**src/rtl/binop_sequencer_pkg.sv**
```systemverilog
// Shared definitions for the binary-op sequencer: value type codes, trap
// codes, opcode range bounds, FSM state encoding and the decode record.
package binop_sequencer_pkg;

    // Operand-stack value type codes
    localparam logic [1:0] TYPE_I32 = 2'd0;
    localparam logic [1:0] TYPE_I64 = 2'd1;
    localparam logic [1:0] TYPE_F32 = 2'd2;
    localparam logic [1:0] TYPE_F64 = 2'd3;

    // CPU trap codes
    localparam logic [3:0] TRAP_NONE      = 4'd0;
    localparam logic [3:0] TRAP_UNDERFLOW = 4'd1;
    localparam logic [3:0] TRAP_TYPE      = 4'd2;
    localparam logic [3:0] TRAP_ILLEGAL   = 4'd3;
    localparam logic [3:0] TRAP_DIVZERO   = 4'd4;

    // Opcode ranges: compares first, then arithmetic
    localparam logic [7:0] OP_CMP_LO     = 8'h46;
    localparam logic [7:0] OP_CMP_HI     = 8'h66;
    localparam logic [7:0] OP_I32_CMP_LO = 8'h46;
    localparam logic [7:0] OP_I32_CMP_HI = 8'h4F;
    localparam logic [7:0] OP_I64_CMP_LO = 8'h51;
    localparam logic [7:0] OP_I64_CMP_HI = 8'h5A;
    localparam logic [7:0] OP_F32_CMP_LO = 8'h5B;
    localparam logic [7:0] OP_F32_CMP_HI = 8'h60;
    localparam logic [7:0] OP_F64_CMP_LO = 8'h61;
    localparam logic [7:0] OP_F64_CMP_HI = 8'h66;
    localparam logic [7:0] OP_I32_ARI_LO = 8'h6A;
    localparam logic [7:0] OP_I32_ARI_HI = 8'h78;
    localparam logic [7:0] OP_I64_ARI_LO = 8'h7C;
    localparam logic [7:0] OP_I64_ARI_HI = 8'h8A;
    localparam logic [7:0] OP_F32_ARI_LO = 8'h92;
    localparam logic [7:0] OP_F32_ARI_HI = 8'h98;
    localparam logic [7:0] OP_F64_ARI_LO = 8'hA0;
    localparam logic [7:0] OP_F64_ARI_HI = 8'hA6;
    localparam logic [7:0] OP_I32_DIV_LO = 8'h6D;
    localparam logic [7:0] OP_I32_DIV_HI = 8'h70;
    localparam logic [7:0] OP_I64_DIV_LO = 8'h7F;
    localparam logic [7:0] OP_I64_DIV_HI = 8'h82;

    typedef enum logic [2:0] {
        S_IDLE  = 3'd0,
        S_POP_B = 3'd1,
        S_POP_A = 3'd2,
        S_EXEC  = 3'd3,
        S_WAIT  = 3'd4,
        S_PUSH  = 3'd5,
        S_TRAP  = 3'd6
    } state_e;

    typedef struct packed {
        logic       legal;
        logic [1:0] opnd_type;
        logic [1:0] res_type;
        logic       is_div;
    } decode_t;

    function automatic logic in_range(input logic [7:0] op, input logic [7:0] lo,
                                      input logic [7:0] hi);
        return (op >= lo) && (op <= hi);
    endfunction

endpackage

```
**src/rtl/binop_sequencer_decode.sv**
```systemverilog
// Combinational opcode classifier: legality, operand type, result type and
// whether the opcode is an integer divide/remainder.
module binop_sequencer_decode
    import binop_sequencer_pkg::*;
(
    input  logic [7:0] opcode_i,
    output decode_t    dec_o
);

    // Classify the opcode by range; compares always produce an i32 flag
    always_comb begin
        dec_o = '0;
        if (in_range(opcode_i, OP_I32_CMP_LO, OP_I32_CMP_HI) ||
            in_range(opcode_i, OP_I32_ARI_LO, OP_I32_ARI_HI)) begin
            dec_o.legal     = 1'b1;
            dec_o.opnd_type = TYPE_I32;
        end else if (in_range(opcode_i, OP_I64_CMP_LO, OP_I64_CMP_HI) ||
                     in_range(opcode_i, OP_I64_ARI_LO, OP_I64_ARI_HI)) begin
            dec_o.legal     = 1'b1;
            dec_o.opnd_type = TYPE_I64;
        end else if (in_range(opcode_i, OP_F32_CMP_LO, OP_F32_CMP_HI) ||
                     in_range(opcode_i, OP_F32_ARI_LO, OP_F32_ARI_HI)) begin
            dec_o.legal     = 1'b1;
            dec_o.opnd_type = TYPE_F32;
        end else if (in_range(opcode_i, OP_F64_CMP_LO, OP_F64_CMP_HI) ||
                     in_range(opcode_i, OP_F64_ARI_LO, OP_F64_ARI_HI)) begin
            dec_o.legal     = 1'b1;
            dec_o.opnd_type = TYPE_F64;
        end
        dec_o.res_type = in_range(opcode_i, OP_CMP_LO, OP_CMP_HI) ? TYPE_I32 : dec_o.opnd_type;
        dec_o.is_div   = in_range(opcode_i, OP_I32_DIV_LO, OP_I32_DIV_HI) ||
                         in_range(opcode_i, OP_I64_DIV_LO, OP_I64_DIV_HI);
    end

endmodule

```
**src/rtl/binop_sequencer.sv**
```systemverilog
// Sequences one WebAssembly binary numeric/compare instruction:
// pop b, pop a, type-check, issue ALU, wait for result, push typed result.
// Any fault parks the FSM in TRAP with a sticky code until reset.
// Optional feature macro: BINOP_DIVZERO_TRAP_EN (trap integer div/rem by zero
// in EXEC instead of issuing the ALU).
// Handshake: start is a one-cycle strobe honoured only in IDLE; alu_start is a
// one-cycle issue strobe and alu_done a one-cycle completion strobe that is only
// looked at in WAIT; stack_pop/stack_push act at the clock edge ending the cycle
// in which they are high and are never high together.
module binop_sequencer
    import binop_sequencer_pkg::*;
#(
    parameter int STACK_ADDR = 8
) (
    input  logic                  clk,
    input  logic                  reset,
    input  logic                  start,
    input  logic [7:0]            opcode,
    output logic                  busy,
    output logic                  done,
    output logic [3:0]            trap,
    input  logic [STACK_ADDR:0]   stack_depth,
    input  logic [63:0]           stack_top,
    input  logic [1:0]            stack_top_type,
    output logic                  stack_pop,
    output logic                  stack_push,
    output logic [63:0]           stack_push_data,
    output logic [1:0]            stack_push_type,
    output logic                  alu_start,
    output logic [7:0]            alu_op,
    output logic [63:0]           alu_a,
    output logic [63:0]           alu_b,
    input  logic                  alu_done,
    input  logic [63:0]           alu_result,
    output state_e                dbg_state
);

    state_e      state_q, state_d;
    logic [7:0]  op_q, op_d;
    logic [63:0] a_q, a_d;
    logic [63:0] b_q, b_d;
    logic [63:0] res_q, res_d;
    logic [3:0]  trap_q, trap_d;
    logic [1:0]  opnd_type_q, opnd_type_d;
    logic [1:0]  res_type_q, res_type_d;
    logic        is_div_q, is_div_d;
    decode_t     dec;

    binop_sequencer_decode u_decode (
        .opcode_i (opcode),
        .dec_o    (dec)
    );

    // State and datapath registers; reset wins over every state
    always_ff @(posedge clk) begin
        if (reset) begin
            state_q     <= S_IDLE;
            op_q        <= '0;
            a_q         <= '0;
            b_q         <= '0;
            res_q       <= '0;
            trap_q      <= TRAP_NONE;
            opnd_type_q <= TYPE_I32;
            res_type_q  <= TYPE_I32;
            is_div_q    <= 1'b0;
        end else begin
            state_q     <= state_d;
            op_q        <= op_d;
            a_q         <= a_d;
            b_q         <= b_d;
            res_q       <= res_d;
            trap_q      <= trap_d;
            opnd_type_q <= opnd_type_d;
            res_type_q  <= res_type_d;
            is_div_q    <= is_div_d;
        end
    end

    // Next-state logic and per-state strobes
    always_comb begin
        state_d     = state_q;
        op_d        = op_q;
        a_d         = a_q;
        b_d         = b_q;
        res_d       = res_q;
        trap_d      = trap_q;
        opnd_type_d = opnd_type_q;
        res_type_d  = res_type_q;
        is_div_d    = is_div_q;
        busy        = 1'b0;
        done        = 1'b0;
        stack_pop   = 1'b0;
        stack_push  = 1'b0;
        alu_start   = 1'b0;

        case (state_q)
            S_IDLE: begin
                if (start) begin
                    if (!dec.legal) begin
                        trap_d  = TRAP_ILLEGAL;
                        state_d = S_TRAP;
                    end else if (stack_depth < (STACK_ADDR+1)'(2)) begin
                        trap_d  = TRAP_UNDERFLOW;
                        state_d = S_TRAP;
                    end else begin
                        op_d        = opcode;
                        opnd_type_d = dec.opnd_type;
                        res_type_d  = dec.res_type;
                        is_div_d    = dec.is_div;
                        state_d     = S_POP_B;
                    end
                end
            end
            S_POP_B: begin
                busy      = 1'b1;
                stack_pop = 1'b1;
                b_d       = stack_top;
                if (stack_top_type != opnd_type_q) begin
                    trap_d  = TRAP_TYPE;
                    state_d = S_TRAP;
                end else begin
                    state_d = S_POP_A;
                end
            end
            S_POP_A: begin
                busy      = 1'b1;
                stack_pop = 1'b1;
                a_d       = stack_top;
                if (stack_top_type != opnd_type_q) begin
                    trap_d  = TRAP_TYPE;
                    state_d = S_TRAP;
                end else begin
                    state_d = S_EXEC;
                end
            end
            S_EXEC: begin
                busy = 1'b1;
`ifdef BINOP_DIVZERO_TRAP_EN
                // i32 divisors only look at the low word
                if (is_div_q && ((opnd_type_q == TYPE_I32) ? (b_q[31:0] == 32'd0)
                                                           : (b_q == 64'd0))) begin
                    trap_d  = TRAP_DIVZERO;
                    state_d = S_TRAP;
                end else begin
                    alu_start = 1'b1;
                    state_d   = S_WAIT;
                end
`else
                alu_start = 1'b1;
                state_d   = S_WAIT;
`endif
            end
            S_WAIT: begin
                busy = 1'b1;
                if (alu_done) begin
                    // Narrow results are zero-extended into the 64-bit stack slot
                    if ((res_type_q == TYPE_I32) || (res_type_q == TYPE_F32)) begin
                        res_d = {32'd0, alu_result[31:0]};
                    end else begin
                        res_d = alu_result;
                    end
                    state_d = S_PUSH;
                end
            end
            S_PUSH: begin
                busy       = 1'b1;
                stack_push = 1'b1;
                done       = 1'b1;
                state_d    = S_IDLE;
            end
            S_TRAP: begin
                state_d = S_TRAP;
            end
            default: begin
                state_d = S_IDLE;
            end
        endcase
    end

    assign trap            = trap_q;
    assign alu_op          = op_q;
    assign alu_a           = a_q;
    assign alu_b           = b_q;
    assign stack_push_data = res_q;
    assign stack_push_type = res_type_q;
    assign dbg_state       = state_q;

endmodule

```
**config.mk**
```make
export PLATFORM = sky130hd
export DESIGN_NAME = binop_sequencer
export DESIGN_NICKNAME = d
export VERILOG_FILES = /design/src/rtl/binop_sequencer_pkg.sv /design/src/rtl/binop_sequencer_decode.sv /design/src/rtl/binop_sequencer.sv
export SDC_FILE = /design/constraint.sdc
export NUM_CORES = 1
export LEC_CHECK = 0
export CORE_UTILIZATION = 30
export DETAILED_ROUTE_END_ITERATION = 8
export HOLD_SLACK_MARGIN = 0.06
export PLACE_DENSITY_LB_ADDON = 0.05
export SLEW_MARGIN = 20
export SYNTH_ARGS = -nofsm -noshare
export SYNTH_HDL_FRONTEND = slang
export SYNTH_HIERARCHICAL = 1
export SYNTH_SLANG_ARGS = --single-unit
export TNS_END_PERCENT = 20
```
**constraint.sdc**
```tcl
create_clock -name clk -period 2.75 [get_ports clk]
set_input_delay 0.4125 -clock clk [delete_from_list [all_inputs] [get_ports clk]]
set_output_delay 0.4125 -clock clk [all_outputs]
set_load 0.1 [all_outputs]
```
==> Implementation_results.wiki <==
{| class="wikitable"
! Metric !! Value
|-
| N_diodes || 0
|-
| Crit share post-route || 86.7%
|-
| Data arrival at the endpoint of the critical path || 1.97 ns
|-
| Result of the run || finished, final reports clean
|-
| Fmax || 0.419 GHz
|-
| Worst voltage drop across the vdd grid || 0.000410 V
|-
| TritonCTS Buffers || 24
|-
| Clk pin slew, worst setup/hold paths || 0.06 ns
|-
| Count of nets left with antenna violations after detail routing || 0
|-
| Per-cell via count in the routed design || 4.61
|-
| Number of antenna violations at the first check in global routing || 0
|-
| CTS Root Cell || sky130_fd_sc_hd__clkbuf_16
|-
| Class of the most critical hold timing path || primary input to register
|-
| Switching power || 4.25 mW
|-
| Internal portion of total power || 6.09 mW
|-
| Mean post-synth cell area || 7.87 um2
|-
| Width of the die || 162 um
|-
| Maximum number of pins on one net before global-route repair || 81
|-
| Number of standard-cell rows in the floorplan || 58
|-
| Fraction of power consumed by sequential logic || 33.3%
|-
| Share of the core filled with cells || 47.6%
|-
| Routed wire length per instance || 15.7 um
|-
| Clock network latency to the later pin of the worst-skew pair || 0.51 ns
|-
| Gr ovfl total || 0
|-
| CTS hold repair buffers || 0
|-
| Worst Path Required || 2.34 ns
|-
| Global-route wire length before repair || 38900 um
|-
| HPWL after detailed placement || 17200 um
|-
| Number of buffers inserted by port buffering || 361
|-
| Critical Path Source || dbg_state[1]
|-
| Final slew viol count || 0
|-
| Max Root-Sink Buffers || 3
|-
| Startpoint of the worst-slack reg-to-reg timing path || dbg_state[1]
|-
| Via count of the first global-routing pass || 6920
|-
| Core outline area || 0.0252 mm2
|-
| Dpl ws || 0.00523 ns
|-
| Max-Cap Viols || 0
|-
| Reg-to-Reg End || alu_a[52]
|-
| Worst Setup Start Kind || register
|-
| PwrDens || 863 mW/mm2
|-
| # resized after CTS || 0
|-
| Weighted congestion at the end of routability-driven global placement || 0.810
|-
| Post-layout worst setup margin || 0.365 ns
|-
| Crit path capture type || primary output
|-
| Area of the die || 0.0263 mm2
|-
| I/O pin count || 365
|-
| Area of all placed cells without fillers || 0.0120 mm2
|-
| Share of layout cells above drive strength 1 || 21.8%
|-
| Gate power share || 35.7%
|-
| DRT iter0 DRCs || 428
|-
| Dpl cell area || 0.0112 mm2
|-
| GRT Util Overall || 18.5%
|-
| Final Hold Slack || 0.328 ns
|-
| Worst-path fanout max || 16
|-
| Routed WL || 26000 um
|-
| Layout Area Growth over Synthesis || 55.7%
|-
| Fin. Hold Viols || 0
|-
| Clock tree from TritonCTS || yes
|-
| Clock network fraction of design power || 31.1%
|-
| Reg2Reg Depth || 5
|-
| Number of sinks driven by the clock tree || 209
|-
| Starting density of the core || 30.6%
|-
| Number of setup buffers added after CTS || 0
|-
| Worst relative slew slack || 47.4%
|-
| Transition time of the tightest slew-check pin || 0.788 ns
|-
| DRC violation count after routing || 0
|-
| Synthesized area || 0.00770 mm2
|-
| Nets || 1463
|-
| Length of the first detailed-routing pass in iterations || 4
|-
| Worst setup skew after layout || 0.0105 ns
|-
| Min cycle time layout || 2.39 ns
|-
| Yosys synthesis warning count || 6
|-
| Endpoints failing setup || 0
|-
| LEAKAGE || 4.78 nW
|-
| Setup CP Type || register to primary output
|-
| H-Tree Depth || 1
|-
| Number of vias in the routed layout || 7640
|-
| Capture point of the worst path || done
|-
| Die Y || 162 um
|-
| Setup repair after global routing missed its margin || no
|-
| Gate count of the mapped netlist || 979
|-
| Post-layout total power || 10.3 mW
|-
| Worst reg2reg setup slack || 0.72 ns
|-
| Switching fraction of total power || 41.1%
|}
-- area by class of cell --
cell class / instances / area, um2
Clock inverter: 9 / 97.6
Fill cell: 2563 / 13200
Inverter: 6 / 22.5
Clock buffer: 33 / 696
Multi-Input combinational cell: 688 / 3200
Tap cell: 330 / 413
Sequential cell: 209 / 4180
Timing Repair Buffer: 383 / 3370
-- worst min-delay path by stage --
stage,from,depth (start not counted),end
6_report,reset,2,stack_push_data[14]
5_1_grt,reset,2,stack_push_data[25]
3_5_place_dp,stack_push_data[38],2,stack_push_data[38]
4_1_cts,reset,2,stack_push_data[25]
2_1_floorplan,opnd_type_q[0],2,opnd_type_q[0]
3_3_place_gp,stack_push_data[38],2,stack_push_data[38]
-- cells in the final DEF (no fill, tap or decap), types with 5 or more instances in the layout --
| master | n |
|---|---|
| sky130_fd_sc_hd__buf_4 | 224 |
| sky130_fd_sc_hd__a21oi_1 | 204 |
| sky130_fd_sc_hd__mux2i_1 | 12 |
| sky130_fd_sc_hd__nand3_1 | 33 |
| sky130_fd_sc_hd__clkbuf_16 | 25 |
| sky130_fd_sc_hd__nor2_1 | 20 |
| sky130_fd_sc_hd__o21ai_0 | 9 |
| sky130_fd_sc_hd__clkinv_2 | 6 |
| sky130_fd_sc_hd__nor3_1 | 6 |
| sky130_fd_sc_hd__buf_12 | 10 |
| sky130_fd_sc_hd__inv_1 | 5 |
| sky130_fd_sc_hd__nand2_1 | 357 |
| sky130_fd_sc_hd__dfxtp_1 | 209 |
| sky130_fd_sc_hd__clkdlybuf4s50_1 | 148 |
-- worst max-delay path: stages (launching register included) --
cell,delay (ns)
sky130_fd_sc_hd__dfxtp_1,0.72
sky130_fd_sc_hd__inv_1,0.11
sky130_fd_sc_hd__buf_4,0.19
sky130_fd_sc_hd__and3_1,0.25
sky130_fd_sc_hd__buf_12,0.19
-- sequential cells by signal, summed over array words and instances, names as in the netlist --
signal           count
alu_a               64
alu_b               64
stack_push_data     64
alu_op               8
dbg_state            3
opnd_type_q          2
stack_push_type      2
trap                 2
-- power by group through the flow --
stage	clock network (mW)	logic [mW]	registers (mW)
floorplan	0	0.887	5.29
CTS	3.32	3.72	3.44
global placement	0	3.71	3.50
global route	3.44	3.85	3.47
detailed placement	0	3.72	3.51
finish	3.21	3.69	3.44
-- routing by layer --
layer	vias up	part of all wire, %	GRT usage (%)
met4	0	1.7	4.37
li1	3877	-	-
met1	3533	43	23.5
met2	202	49	31.8
met5	-	0	0
met3	28	6.3	4.09
-- stage by stage --
stage	cells	TNS [ns]
finish	1658	0
global route	1658	0
CTS	1658	0
detailed placement	1616	0
global placement	1616	0
floorplan	980	-1.66
No activity file was read; power rests on OpenSTA's default activity.
==> RTL change (same flow settings) <==
Register the output `dbg_state` once more; this adds one clock of latency there. The other outputs are not delayed to match.
--- a/src/rtl/binop_sequencer.sv
+++ b/src/rtl/binop_sequencer.sv
@@ -183,7 +183,9 @@
     assign alu_b           = b_q;
     assign stack_push_data = res_q;
     assign stack_push_type = res_type_q;
-    assign dbg_state       = state_q;
+    always_ff @(posedge clk) begin
+        dbg_state <= state_q;
+    end
 
 endmodule
 
Function: changed (a bounded check fails within 4 cycles, from zero or initial values and one cycle with reset high).
==> RTL change against the original RTL <==
Synthesized cell count rose by 0.31%; total power fell by 0.52%; maximum frequency fell by 3.5%; combinational power barely moved; core utilization barely moved; synthesized area rose by 0.86%; worst setup slack got worse by 87 ps; sequential share of layout area rose by 0.38 points; sequential cell count rose by 3; wire length rose by 2.6%; final area rose by 0.35%; clock power fell by 3%.
==> RTL change: results (changes against the original RTL) <==
* 1st-iter DRT viols at 398 (-7.0%)
* First-pass GRT wire length at 40,200 µm (+3.4%)
* R2r setup slk at 770 ps (+50 ps)
* CTS max path bufs at 3 (unchanged)
* Ant diodes at 0 (unchanged)
* Critical path peak fanout at 20 (+4)
* Largest net degree at the start of global routing at 84 (+3.7%)
* DRT Pass-1 Iters at 5 (+1)
* Port bufs at 361 (unchanged)
* WP data arrival at 2060 ps (+90 ps)
* Clk root buf: clkbuf_16
* Worst-Margin Slew at 748 ps (-40.3 ps)
* Clk Latency, worst-skew pair at 510 ps (about the same)
* Final ANT Viol Nets at 0 (unchanged)
* Placed cell count at 1,622 (+0.37%)
* Htree depth at 1 (unchanged)
* Grt total ovfl at 0 (unchanged)
* CTS resizes at 0 (unchanged)
* Num CTS Buffers at 25 (+4.2%)
* Worst vdd ir at 481 µV (+17%)
* Layout Skew at 13.8 ps (+3.36 ps)
* Dpl hpwl at 18,100 µm (+5.3%)
* Status: finished, final reports clean
* FMAX at 0.405 GHz (-3.5%)
* Via Count at 7,734 (+1.2%)
* Clk slew on worst S/H paths at 60 ps (about the same)
* GRT Util Overall at 19.1% (+0.59 points)
* Pleak at 4.80 nW (+0.58%)
* Nets at 1,470 (+0.48%)
* Vias in the first global route at 7,014 (+1.4%)
* # fillers at 2,626 (+2.5%)
* Initial antenna violation count at 1 (+1)
* Post-CTS setup buffer count at 0 (unchanged)
* Share of cells above drive strength 1 at 21.5% (-0.28 points)
* Min-Delay Path Class: primary input to flop
* WL per Instance at 16.0 µm (+2.1%)
* GP Congestion at 0.776 (-4.2%)
* Non-filler cells, final at 1,666 (+0.48%)
* Syn_area_per_cell at 7.91 µm² (+0.55%)
* Synth warn at 6 (unchanged)
-- RTL change: path summary, 6_finish.rpt --
kind	startpoint	endpoint	cells after the start
setup / recovery	state_q[2]	busy	3
hold reg to reg	stack_push_data[46]	stack_push_data[46]	2
hold / removal	reset	opnd_type_q[1]	2
setup reg to reg	state_q[2]	alu_b[61]	4
-- RTL change: per-layer routing --
layer / track usage [%] / routed length [µm]
met2: 31.9 / 12800
met3: 4.28 / 1740
met5: 0 / 17
met4: 5.35 / 561
met1: 24.5 / 11600
-- RTL change: through the flow --
| stage | area [µm²] | setup slack (ps) | utilization (%) | hold slack [ps] |
|---|---|---|---|---|
| after global routing | 12000 | 97.4 | 47.6 | 410 |
| final | 12000 | 278 | 47.6 | 387 |
| after detailed placement | 11300 | 36.1 | 44.6 | 445 |
| after global placement | 11300 | 84.8 | 44.6 | 440 |
| after floorplan | 7770 | 222 | - | 326 |
| after CTS | 12000 | 227 | 47.6 | 384 |
-- RTL change: power breakdown --
group	internal, mW	switching (mW)
Clock	1.86	1.25
Combinational	0.854	2.84
Sequential	3.34	0.148
Total	6.05	4.24
-- RTL change: area by class of cell --
cell class                 count  share of cell area, %
tap                          330                   3.43
inverter                       6                  0.187
multi-input combinational    688                   26.6
timing repair buffer         386                   28.1
clock inverter                 2                 0.0832
sequential                   212                   35.3
clock buffer                  42                   6.31
-- RTL change: worst max-delay path, stage by stage (launching register included) --
cell and delay [ps]:
dfxtp_1 810, nor3_1 250, a21oi_1 270, buf_12 220
